==> src/rtl/frac_search_ctrl.sv <==
// Sequencer for the fractional motion-search datapath: fetches the filter lines of one block,
// tags each line as prime-only or prime+reference, then waits out the datapath pipeline.
module frac_search_ctrl #(
    parameter int TAPS     = 8,
    parameter int HMAX     = 16,
    parameter int PIPE_LAT = 4
) (
    input  logic       clk,
    input  logic       reset,
    input  logic       start,
    input  logic [4:0] blk_h,
    output logic       busy,
    output logic       done,
    output logic       err,
    output logic       line_req,
    input  logic       line_ack,
    output logic       filter_valid,
    output logic       ref_valid,
    output logic [4:0] line_idx,
    output logic       last_line
);

    localparam int CW = $clog2(HMAX + TAPS);
    localparam int DW = (PIPE_LAT > 0) ? $clog2(PIPE_LAT + 1) : 1;
    localparam logic [CW-1:0] PRIME_N    = CW'(TAPS - 1);
    localparam logic [DW-1:0] DRAIN_INIT = DW'(PIPE_LAT);
    localparam logic [4:0]    HMAX_L     = 5'(HMAX);

    typedef enum logic [1:0] {
        S_IDLE  = 2'd0,
        S_PRIME = 2'd1,
        S_RUN   = 2'd2,
        S_DRAIN = 2'd3
    } state_t;

    state_t        state_r, state_s;
    logic [CW-1:0] n_r, n_s, cnt_r, cnt_s;
    logic [DW-1:0] drain_r, drain_s;
    logic          busy_r, done_r, err_r, req_r, fv_r, rv_r, last_r;
    logic [4:0]    idx_r, idx_s;
    logic          done_s, err_s, fv_s, rv_s, last_s, req_s, busy_s;
    logic          accept_s, legal_s;

    assign accept_s = req_r & line_ack;
    assign legal_s  = (blk_h != 5'd0) && (blk_h <= HMAX_L);

    // Next-state, counter and strobe computation
    always_comb begin
        state_s = state_r;
        n_s     = n_r;
        cnt_s   = cnt_r;
        drain_s = drain_r;
        done_s  = 1'b0;
        err_s   = 1'b0;
        idx_s   = idx_r;
        fv_s    = accept_s;
        rv_s    = accept_s && (cnt_r >= PRIME_N);
        last_s  = accept_s && (cnt_r == n_r - CW'(1));
        if (accept_s) begin
            idx_s = 5'(cnt_r);
            cnt_s = cnt_r + CW'(1);
        end else begin
            cnt_s = cnt_r;
        end
        case (state_r)
            S_IDLE: begin
                if (start && legal_s) begin
                    n_s     = CW'(blk_h) + PRIME_N;
                    cnt_s   = {CW{1'b0}};
                    state_s = (TAPS == 1) ? S_RUN : S_PRIME;
                end else begin
                    err_s = start;
                end
            end
            S_PRIME: begin
                if (accept_s && (cnt_s == PRIME_N)) begin
                    state_s = S_RUN;
                end else begin
                    state_s = S_PRIME;
                end
            end
            S_RUN: begin
                // The final accepted line stops fetching and arms the pipeline drain
                if (last_s) begin
                    state_s = S_DRAIN;
                    drain_s = DRAIN_INIT;
                end else begin
                    state_s = S_RUN;
                end
            end
            S_DRAIN: begin
                if (drain_r == {DW{1'b0}}) begin
                    state_s = S_IDLE;
                    done_s  = 1'b1;
                end else begin
                    drain_s = drain_r - DW'(1);
                end
            end
            default: begin
                state_s = S_IDLE;
            end
        endcase
        busy_s = (state_s != S_IDLE);
        req_s  = (state_s == S_PRIME) || (state_s == S_RUN);
    end

    // State, counters and registered outputs
    always_ff @(posedge clk or negedge reset) begin
        if (!reset) begin
            state_r <= S_IDLE;
            n_r     <= {CW{1'b0}};
            cnt_r   <= {CW{1'b0}};
            drain_r <= {DW{1'b0}};
            busy_r  <= 1'b0;
            done_r  <= 1'b0;
            err_r   <= 1'b0;
            req_r   <= 1'b0;
            fv_r    <= 1'b0;
            rv_r    <= 1'b0;
            last_r  <= 1'b0;
            idx_r   <= 5'd0;
        end else begin
            state_r <= state_s;
            n_r     <= n_s;
            cnt_r   <= cnt_s;
            drain_r <= drain_s;
            busy_r  <= busy_s;
            done_r  <= done_s;
            err_r   <= err_s;
            req_r   <= req_s;
            fv_r    <= fv_s;
            rv_r    <= rv_s;
            last_r  <= last_s;
            idx_r   <= idx_s;
        end
    end

    assign busy         = busy_r;
    assign done         = done_r;
    assign err          = err_r;
    assign line_req     = req_r;
    assign filter_valid = fv_r;
    assign ref_valid    = rv_r;
    assign last_line    = last_r;
    assign line_idx     = idx_r;

endmodule

==> config.mk <==
export PLATFORM = sky130hd
export DESIGN_NAME = frac_search_ctrl
export DESIGN_NICKNAME = d
export VERILOG_FILES = /design/src/rtl/frac_search_ctrl.sv
export SDC_FILE = /design/constraint.sdc
export NUM_CORES = 1
export LEC_CHECK = 0
export BUFFER_PORTS_ARGS = -buffer_cell sky130_fd_sc_hd__buf_4
export CORE_MARGIN = 2
export CORE_UTILIZATION = 60
export CTS_BUF_LIST = sky130_fd_sc_hd__clkbuf_4 sky130_fd_sc_hd__clkbuf_8 sky130_fd_sc_hd__clkbuf_16
export DETAILED_ROUTE_END_ITERATION = 12
export PLACE_DENSITY = 0.84
export SYNTH_ARGS = -nofsm -noshare
export SYNTH_HDL_FRONTEND = slang
export SYNTH_SLANG_ARGS = --single-unit
==> constraint.sdc <==
create_clock -name clk -period 2.95 [get_ports clk]
set_input_delay 0.59 -clock clk [delete_from_list [all_inputs] [get_ports clk]]
set_output_delay 0.59 -clock clk [all_outputs]
set_load 0.02 [all_outputs]
==> results of run 1 <==
-- report_power, final --
part	leakage, uW	total (uW)	internal, uW	switching, uW
sequential	0.000335	670	506	163
combinational	0.000453	664	310	354
clock	0.0000177	162	51.0	111
-- cells in the final DEF, fill, tap and decap left out, types with 2 or more instances in the layout --
cell        n
nor4b_2     2
nand2_1    23
o31ai_1     2
a31oi_1     3
clkbuf_4    3
inv_1       9
and3_1      2
nor3b_1     2
nand2b_1    6
nor3_1      4
nand4_1     3
buf_4      21
xnor2_1     4
a21oi_1     4
a21o_1      2
ha_1        6
a2bb2oi_1   2
nor2_1     12
xor2_1      6
nand3_1     2
dfrtp_1    27
o21ai_0     3
-- worst min path at each step --
stage / from / end / slack (ns) / depth (start not counted)
global route: reset / line_idx[2] / 0.15 / 1
CTS: reset / done / 0.14 / 1
floorplan: reset / busy / 0.29 / 0
finish: reset / filter_valid / 0.14 / 1
global placement: line_idx[1] / line_idx[1] / 0.46 / 2
detailed placement: line_idx[1] / line_idx[1] / 0.47 / 2
-- cell type report --
| cell class | count | area share |
|---|---|---|
| clock inverters | 1 | 0.003118 |
| flip-flops and latches | 27 | 0.4209 |
| multi-input cells | 105 | 0.4209 |
| clock buffers | 3 | 0.01403 |
| inverters | 9 | 0.02104 |
| well taps | 28 | 0.02182 |
| repair buffers | 21 | 0.09821 |
-- logic make-up after synthesis --
| logic type | count (synthesis) | synth area share |
|---|---|---|
| xor gates and xnor gates | 10 | 0.06129 |
| DFF | 27 | 0.4729 |
| adders and majority gates | 6 | 0.05254 |
| and+or+nand+nor | 64 | 0.2373 |
| buffers and inverters | 16 | 0.05429 |
| AOI/OAI and AO/OA | 25 | 0.1217 |
-- per-stage QoR --
| stage | worst slack [ns] | hold slack, ns | util | cells |
|---|---|---|---|---|
| 6_report | 0.8237 | 0.1380 | 0.7188 | 194 |
| 5_1_grt | 0.7091 | 0.1492 | 0.7188 | 194 |
| 4_1_cts | 0.8270 | 0.1433 | 0.7188 | 194 |
| 3_5_place_dp | 0.7419 | 0.4731 | 0.7064 | 190 |
| 3_3_place_gp | 0.7926 | 0.4649 | 0.7064 | 190 |
| 2_1_floorplan | 1.078 | 0.2944 | - | 148 |
-- flip-flops by register name, summed over array words and instances (netlist names), 2 cells and up --
name	flops
cnt_r	5
drain_r	3
line_idx	5
n_r	5
state_r	2
-- routing by layer --
metal  up-vias  wire, um  global-route usage
met4         0        45             0.08974
met5         -         0                   0
met2        19      1319              0.3750
li1        546         -                   -
met1       510      1144              0.2729
met3         5        72             0.02571
-- critical path: cells and delay by family, from the launching register on --
kind / cells / cell delay (ns)
DFF: 1 / 0.43
buffers and inverters: 1 / 0.07
adders and majority gates: 2 / 0.48
AOI/OAI and AO/OA: 2 / 0.49
and+or+nand+nor: 3 / 0.56
==> results.md, run 1 <==
* Pwr per Cell Area at 931.9 nW/um^2
* TritonCTS sink count at 27
* Die Width at 52.80 um
* Post-detail-place hpwl at 1938 um
* FF-to-FF Start: n_r[0]
* Area Growth Syn to Fin at 12.35%
* Crit path largest cell delay at 0.43 ns
* Hold/Removal Path Class: in -> async
* Clk Latency, worst-skew pair at 0.33 ns
* Synth top area cells: dfrtp_1, nand2_1, ha_1
* Slew headroom at 0.7472
* Reg2reg setup slack at 0.82 ns
* GPL Wtd Cong at 0.7691
* Io pins at 21
* Final Power at 1496 uW
* Port-buffer cells at 20
* Fin Clk Skew at 0.003877 ns
* Synthesis-stage register bit count at 27
* Fillers at 163
* CP Launch Type: flop
* CP Class: reg -> reg
* Final worst path period share at 0.7208
* Root Buffer: clkbuf_4
* CTS buffer count at 3
* Vias at 1080
* Slew Limit Fails at 0
* # DRC at 0
* Die area at 2788 sq um
* Router iterations before antenna repair at 6
* First-pass GRT wire length at 4340 um
* Syn_nets at 163
* Asr flop ratio synth at 1.000
* Reg clk slew, reported paths at 0.14 ns
* Distinct cells, synth at 41
* CTS Hold Buffers Added at 0
* Ys Warns at 0
* Std cell rows at 17
* Number of synthesized flops with an enable pin at 0
* Tmin final at 2.126 ns
* Sequential-to-total area share from yosys stat at 0.4729
* Diode count at 0
* Ratio of cells with drive above 1 in the final layout at 0.1807
* VDD IR max at 643.8 uV
* Footprint of the multi-input gates at 675.6 sq um
* Cell Area, Placed at 1578 sq um
* Synth area leader: dfrtp_1
* Reg2reg path depth at 8
* Top_reg_cell synth: dfrtp_1
* Crit path max fanout at 4
* Slowest CP cell: dfrtp_1
* WL/cell at 13.30 um
* Leak at 0.0008060 uW
* Most frequent cells after synthesis: dfrtp_1, nand2_1, nor2_1
* Setup crit end: line_req
* Htree depth at 1
* Syn_area_per_cell at 9.655 sq um
* CP arrival at 2.36 ns
* Least-Margin Pin Slew at 0.3793 ns
* Gr usage total at 0.2169
* Mapped Cells at 148
* NumNets Final at 182
* Routed wire length at 2581 um
* Antenna violations before repair at 0
* Outcome: finished, final reports clean
* RSZ-0062 raised after global routing: false
* Fin Setup TNS at 0 ns
* ANT nets after route at 0
* Count of final setup violators at 0
* Register area at 675.6 sq um
* Vias in the first global route at 1042
* Design Area, Final at 1605 sq um
* Post-CTS setup buffers at 0
* Worst endpoint required time at 3.18 ns
* CP most frequent cell: ha_1
* GRT overflow at 0
* Max Cap Viol at 0
* Crit end category: flop
* Final hold vios at 0
* Crit. Startpoint: n_r[0]
* Reg-to-reg endpoint: line_req
* Via/cell ratio at 5.567
* CTS tree: done
* Critical path cell sequence: inv_1, ha_1, nand2b_1, a21o_1, a31oi_1, nor4b_2, nor4_1, ha_1
* Pin count of the biggest net entering global routing at 28
* Count leader, synth: dfrtp_1
* Fmax at 470.3 MHz
* Area share of the largest cell type after synthesis at 0.4729
* Die height at 52.80 um
* Synth Cell Area at 1429 sq um
* Core Area at 2233 sq um
* Resized cells post-CTS at 0
* DRT iter0 DRCs at 15
* Starting Density at 0.6398
* Clock Tree Buf Depth at 2
(Power assumes the default switching activity.)
==> inputs of run 2 (changes only) <==
--- a/config.mk
+++ b/config.mk
@@ -7,10 +7,10 @@
 export LEC_CHECK = 0
 export BUFFER_PORTS_ARGS = -buffer_cell sky130_fd_sc_hd__buf_4
 export CORE_MARGIN = 2
-export CORE_UTILIZATION = 60
+export CORE_UTILIZATION = 55
 export CTS_BUF_LIST = sky130_fd_sc_hd__clkbuf_4 sky130_fd_sc_hd__clkbuf_8 sky130_fd_sc_hd__clkbuf_16
 export DETAILED_ROUTE_END_ITERATION = 12
-export PLACE_DENSITY = 0.84
+export PLACE_DENSITY = 0.78
 export SYNTH_ARGS = -nofsm -noshare
 export SYNTH_HDL_FRONTEND = slang
 export SYNTH_SLANG_ARGS = --single-unit
==> constraint.sdc (replaced) <==
create_clock -name clk -period 2.1 [get_ports clk]
set_input_delay 0.42 -clock clk [delete_from_list [all_inputs] [get_ports clk]]
set_output_delay 0.42 -clock clk [all_outputs]
set_load 0.02 [all_outputs]
==> results.md, run 2 (synthesis gave the netlist of run 1 again) <==
* Area Growth Syn to Fin at 18.48% (was 12.35%)
* Net Switching at 884.4 uW (was 628.4 uW)
* Core Util, Final at 0.6833 (was 0.7188)
* Sw frac at 0.4014 (was 0.4201)
* Slowest CP cell: or4_1 (was dfrtp_1)
* Hold Crit Start: blk_h[0]
* Clock power share at 0.106 (was 0.108)
* Tmin final at 2.037 ns (was 2.126 ns)
* Pwr per Cell Area at 1302 nW/um^2 (was 931.9 nW/um^2)
* Fmax at 491.0 MHz (was 470.3 MHz)
* Critical path cell sequence: inv_1, ha_1, nand2b_1, a21o_1, a31oi_2, nor4b_2, buf_4, or4_1 (was inv_1, ha_1, nand2b_1, a21o_1, a31oi_1, nor4b_2, nor4_1, ha_1)
* Crit path max fanout at 3 (was 4)
* Root Buffer: clkbuf_4 (unchanged)
* Final Power at 2203 uW (was 1496 uW)
* Die height at 54.97 um (was 52.80 um)
* Router iterations before antenna repair at 4 (was 6)
* Htree depth at 1 (unchanged)
* Leak at 0.0008508 uW (was 0.0008060 uW)
* Clk Latency, worst-skew pair at 0.32 ns (was 0.33 ns)
* Vias at 1134 (was 1080)
* FF-to-FF Start: n_r[1] (was n_r[0])
* CTS buffer count at 3 (unchanged)
* Port-buffer cells at 20 (unchanged)
* Die Width at 54.97 um (was 52.80 um)
* WL/cell at 12.70 um (was 13.30 um)
* CP Class: reg -> reg (unchanged)
* Worst hold path depth at 2
* Crit end category: flop (unchanged)
* Hold/Removal Path Class: in -> reg (was in -> async)
* Count of final setup violators at 0 (unchanged)
* Reg2reg setup slack at 0.06 ns (was 0.82 ns)
* Clock Tree Buf Depth at 2 (unchanged)
* First-pass GRT wire length at 4222 um (was 4340 um)
* Routed wire length at 2603 um (was 2581 um)
* Fillers at 206 (was 163)
* Hold endpoint: n_r[0]
* Antenna violations before repair at 0 (unchanged)
* TritonCTS sink count at 27 (unchanged)
* Reg2reg path depth at 8 (unchanged)
* Vias in the first global route at 996 (was 1042)
* Worst endpoint required time at 2.31 ns (was 3.18 ns)
* Starting Density at 0.5768 (was 0.6398)
* DRT iter0 DRCs at 23 (was 15)
* CP arrival at 2.24 ns (was 2.36 ns)
* GRT overflow at 0 (unchanged)
* Core Area at 2477 sq um (was 2233 sq um)
* Max Cap Viol at 0 (unchanged)
* # DRC at 0 (unchanged)
* RSZ-0062 raised after global routing: true (was false)
* Reg clk slew, reported paths at 0.14 ns (about the same)
* Std cell rows at 18 (was 17)
* Io pins at 21 (unchanged)
* Logic gate share of total power at 0.482 (was 0.444)
* Most frequent cells in the layout: buf_4, dfrtp_1, nand2_1 (was dfrtp_1, nand2_1, buf_4)
* Footprint of the multi-input gates at 688.2 sq um (was 675.6 sq um)
* Fin Clk Skew at 0.002914 ns (was 0.003877 ns)
* Gr usage total at 0.1960 (was 0.2169)
* Die area at 3022 sq um (was 2788 sq um)
* Final worst path period share at 0.9698 (was 0.7208)
* Register area at 675.6 sq um (unchanged)
* Ratio of cells with drive above 1 in the final layout at 0.2286 (was 0.1807)
* NumNets Final at 191 (was 182)
* VDD IR max at 850.4 uV (was 643.8 uV)
* CP Launch Type: flop (unchanged)
* Worst Hold Slack at 0.2657 ns (was 0.1380 ns)
* CTS tree: done (unchanged)
* Via/cell ratio at 5.532 (was 5.567)
* Most common cell after layout, fill and taps aside: buf_4 (was dfrtp_1)
* GPL Wtd Cong at 0.8170 (was 0.7691)
* Pin count of the biggest net entering global routing at 28 (unchanged)
* Slew Limit Fails at 0 (unchanged)
* Reg-to-reg endpoint: state_r[0] (was line_req)
* Final hold vios at 0 (unchanged)
* Sequential fraction of design power at 0.412 (was 0.448)
* Crit path largest cell delay at 0.50 ns (was 0.43 ns)
* Outcome: finished, final reports clean (unchanged)
* Slew headroom at 0.7497 (was 0.7472)
* Post-detail-place hpwl at 1872 um (was 1938 um)
* ANT nets after route at 0 (unchanged)
* Internal power at 1319 uW (was 867.6 uW)
* Diode count at 0 (unchanged)
* Least-Margin Pin Slew at 0.3755 ns (was 0.3793 ns)
-- run 2: cell types whose count changed in the layout (fill, tap and decap cells not counted), sizes merged --
cell | before | now
dlygate4sd3 | 0 | 1
buf | 21 | 29
clkinv | 1 | 0
clkbuf | 3 | 4
-- run 2: cell type report --
class	instances	area share
Clock buffer	4	0.01774
Inverter	9	0.01996
Multi-Input combinational cell	105	0.4065
Sequential cell	27	0.3991
Tap cell	30	0.02217
Timing Repair Buffer	30	0.1345
-- run 2: metrics by stage --
stage                     worst slack [ns]  std cells  instance area [sq um]  setup TNS (ns)
after floorplan                     0.2279        148                   1429               0
after global placement              0.1070        199                   1633               0
after detailed placement           0.06123        199                   1633               0
after CTS                          0.02779        204                   1673               0
after global routing              -0.03865        205                   1693        -0.03865
final                              0.06346        205                   1693               0
-- run 2: per-layer routing --
layer | GRT usage | up-vias | part of all wire
li1 | - | 563 | -
met1 | 0.2487 | 542 | 0.47
met2 | 0.3353 | 27 | 0.48
met3 | 0.03226 | 2 | 0.048
met4 | 0.07317 | 0 | 0.0058
met5 | 0 | - | 0
-- run 2: power by group through the flow --
| stage | Combinational, uW | Sequential, uW | Clock [uW] |
|---|---|---|---|
| after floorplan | 714 | 913 | 0 |
| after global placement | 992 | 904 | 0 |
| after detailed placement | 1030 | 922 | 0 |
| after CTS | 1030 | 909 | 239 |
| final | 1060 | 908 | 233 |
| after global routing | 1180 | 940 | 265 |
-- run 2: worst max path at each step --
| stage | from | to | slack (ns) |
|---|---|---|---|
| CTS | n_r[1] | state_r[0] | 0.03 |
| floorplan | n_r[0] | line_req | 0.23 |
| global placement | n_r[1] | state_r[0] | 0.11 |
| finish | n_r[1] | state_r[0] | 0.06 |
| detailed placement | n_r[1] | state_r[0] | 0.06 |
| global route | n_r[1] | state_r[0] | -0.04 |
-- run 2: timing repair --
| action | in CTS | in global routing |
|---|---|---|
| resized for setup | 0 | 2 |
| hold endpoints to repair | 27 | 0 |
| endpoints found under the setup margin | 0 | 2 |
| hold buffers | 1 | 0 |
| buffers inserted | 0 | 1 |
-- run 2: worst max-delay path, delay by kind of cell (launching register included) --
family	cells	cell delay (ns)
AOI/OAI and AO/OA	2	0.40
adders and majority gates	1	0.18
buffers and inverters	2	0.20
DFF	1	0.39
and+or+nand+nor	3	0.74
==> inputs of run 3 (changes only) <==
--- a/config.mk
+++ b/config.mk
@@ -7,10 +7,12 @@
 export LEC_CHECK = 0
 export BUFFER_PORTS_ARGS = -buffer_cell sky130_fd_sc_hd__buf_4
 export CORE_MARGIN = 2
-export CORE_UTILIZATION = 55
+export CORE_UTILIZATION = 50
 export CTS_BUF_LIST = sky130_fd_sc_hd__clkbuf_4 sky130_fd_sc_hd__clkbuf_8 sky130_fd_sc_hd__clkbuf_16
 export DETAILED_ROUTE_END_ITERATION = 12
-export PLACE_DENSITY = 0.78
+export PLACE_DENSITY = 0.72
+export SETUP_SLACK_MARGIN = 0.02
+export SKIP_LAST_GASP = 1
 export SYNTH_ARGS = -nofsm -noshare
 export SYNTH_HDL_FRONTEND = slang
 export SYNTH_SLANG_ARGS = --single-unit
==> results.md, run 3 (synthesis gave the netlist of run 1 again) <==
* First-pass GRT wire length at 4519 um (was 4222 um)
* Worst hold path depth at 2 (unchanged)
* Reg2reg setup slack at 0.08 ns (was 0.06 ns)
* Least-Margin Pin Slew at 0.3465 ns (was 0.3755 ns)
* WL/cell at 13.13 um (was 12.70 um)
* Vias in the first global route at 1052 (was 996)
* Design Area, Final at 1693 sq um (unchanged)
* Starting Density at 0.5227 (was 0.5768)
* CTS tree: done (unchanged)
* Max Cap Viol at 0 (unchanged)
* Reg clk slew, reported paths at 0.14 ns (about the same)
* Highest routed layer: met4 (unchanged)
* Pin count of the biggest net entering global routing at 28 (unchanged)
* Fin cells at 205 (unchanged)
* Via/cell ratio at 5.459 (was 5.532)
* Area Growth Syn to Fin at 18.48% (unchanged)
* Inst Count DP at 199 (unchanged)
* CTS buffer count at 3 (unchanged)
* Fin Clk Skew at 0.005993 ns (was 0.002914 ns)
* Count of final setup violators at 0 (unchanged)
* Root Buffer: clkbuf_4 (unchanged)
* CP Launch Type: flop (unchanged)
* Clk Latency, worst-skew pair at 0.31 ns (was 0.32 ns)
* Register area at 675.6 sq um (unchanged)
* Clock Tree Buf Depth at 2 (unchanged)
* Antenna violations before repair at 0 (unchanged)
* Wire length on met3 at 92 um (was 125 um)
* ANT nets after route at 0 (unchanged)
* Most common cell after layout, fill and taps aside: buf_4 (unchanged)
* Ratio of cells with drive above 1 in the final layout at 0.2299 (was 0.2286)
* Router iterations before antenna repair at 4 (unchanged)
* Core Area at 2734 sq um (was 2477 sq um)
* Port-buffer cells at 20 (unchanged)
* Diode count at 0 (unchanged)
* Cell Area, Placed at 1627 sq um (was 1633 sq um)
* GPL Wtd Cong at 0.8241 (was 0.8170)
* Die height at 57.46 um (was 54.97 um)
* Pwr per Cell Area at 1297 nW/um^2 (was 1302 nW/um^2)
* Crit end category: flop (unchanged)
* VDD IR max at 937.2 uV (was 850.4 uV)
* Fmax at 495.9 MHz (was 491.0 MHz)
* Met2 WL at 1340 um (was 1250 um)
* DRT iter0 DRCs at 51 (was 23)
* Htree depth at 1 (unchanged)
* Slew headroom at 0.7661 (was 0.7497)
* NumNets Final at 190 (was 191)
* Die area at 3301 sq um (was 3022 sq um)
* Final worst path period share at 0.9603 (was 0.9698)
* CP Class: reg -> reg (unchanged)
* # DRC at 0 (unchanged)
* Io pins at 21 (unchanged)
* Final hold vios at 0 (unchanged)
* Worst endpoint required time at 2.31 ns (about the same)
* Fillers at 225 (was 206)
* Die Width at 57.46 um (was 54.97 um)
* Most frequent cells in the layout: buf_4, dfrtp_1, nand2_1 (unchanged)
* Hold/Removal Path Class: in -> reg (unchanged)
* Post-detail-place hpwl at 2001 um (was 1872 um)
* Crit path max fanout at 3 (unchanged)
* Routed wire length at 2691 um (was 2603 um)
* CP arrival at 2.22 ns (was 2.24 ns)
* Std cell rows at 19 (was 18)
* Vias at 1119 (was 1134)
* Reg2reg path depth at 8 (unchanged)
* Met1 wire length at 1249 um (was 1211 um)
* Tmin final at 2.017 ns (was 2.037 ns)
* Gr usage total at 0.1735 (was 0.1960)
* Slew Limit Fails at 0 (unchanged)
* TritonCTS sink count at 27 (unchanged)
* Footprint of the multi-input gates at 694.4 sq um (was 688.2 sq um)
* GRT overflow at 0 (unchanged)
* Leak at 0.0008476 uW (was 0.0008508 uW)
* Outcome: finished, final reports clean (unchanged)
* Core Util, Final at 0.6192 (was 0.6833)
[run 3: cell types whose count changed in the layout (fill, tap and decap cells not counted), sizes merged]
cell / before / now
buf: 29 / 28
[run 3: worst paths after layout]
path | endpoint | startpoint
max in group asynchronous | cnt_r[0] | reset
worst max-delay path | state_r[0] | n_r[1]
worst max register to register | state_r[0] | n_r[1]
worst min register to register | line_idx[3] | line_idx[3]
worst min-delay path | n_r[0] | blk_h[0]
min in group asynchronous | drain_r[0] | reset
[run 3: cell type report]
class,instances,share of cell area
tap,31,0.02291
clock buffer,4,0.01774
multi-input combinational,105,0.4102
sequential,27,0.3991
inverter,9,0.01996
timing repair buffer,29,0.1301
[run 3: power breakdown]
group	leakage (uW)	switching (uW)	internal [uW]
Clock	0.0000184	144	87.1
Sequential	0.000335	192	712
Combinational	0.000494	552	509
Total	0.000848	888	1310
[run 3: timing repair]
item | 4_1_cts | 5_1_grt
setup endpoints to repair | 0 | 3
setup buffers | 0 | 1
hold buffers | 1 | 0
endpoints found under the hold margin | 27 | 0
resized for setup | 0 | 3
[run 3: stage by stage]
stage / setup TNS (ns) / worst slack, ns / total power [uW] / hold WS, ns
after global routing: -0.003609 / -0.003609 / 2382 / 0.2437
after floorplan: 0 / 0.2279 / 1628 / 0.1244
after CTS: 0 / 0.04734 / 2176 / 0.2557
after detailed placement: 0 / 0.06601 / 1939 / 0.3478
final: 0 / 0.08337 / 2196 / 0.2732
after global placement: 0 / 0.1232 / 1881 / 0.3445
[run 3: worst max-delay path, cell delays in order, from the launching register on]
cell      delay [ns]
dfrtp_1         0.39
inv_1           0.06
ha_1            0.18
nand2b_1        0.16
a21o_1          0.20
a31oi_2         0.21
nor4b_2         0.09
buf_4           0.15
or4_1           0.48
[run 3: routing by layer]
| metal | vias up | track usage |
|---|---|---|
| li1 | 559 | - |
| met3 | 2 | 0.02721 |
| met2 | 20 | 0.3068 |
| met5 | - | 0 |
| met4 | 0 | 0.04983 |
| met1 | 538 | 0.2182 |
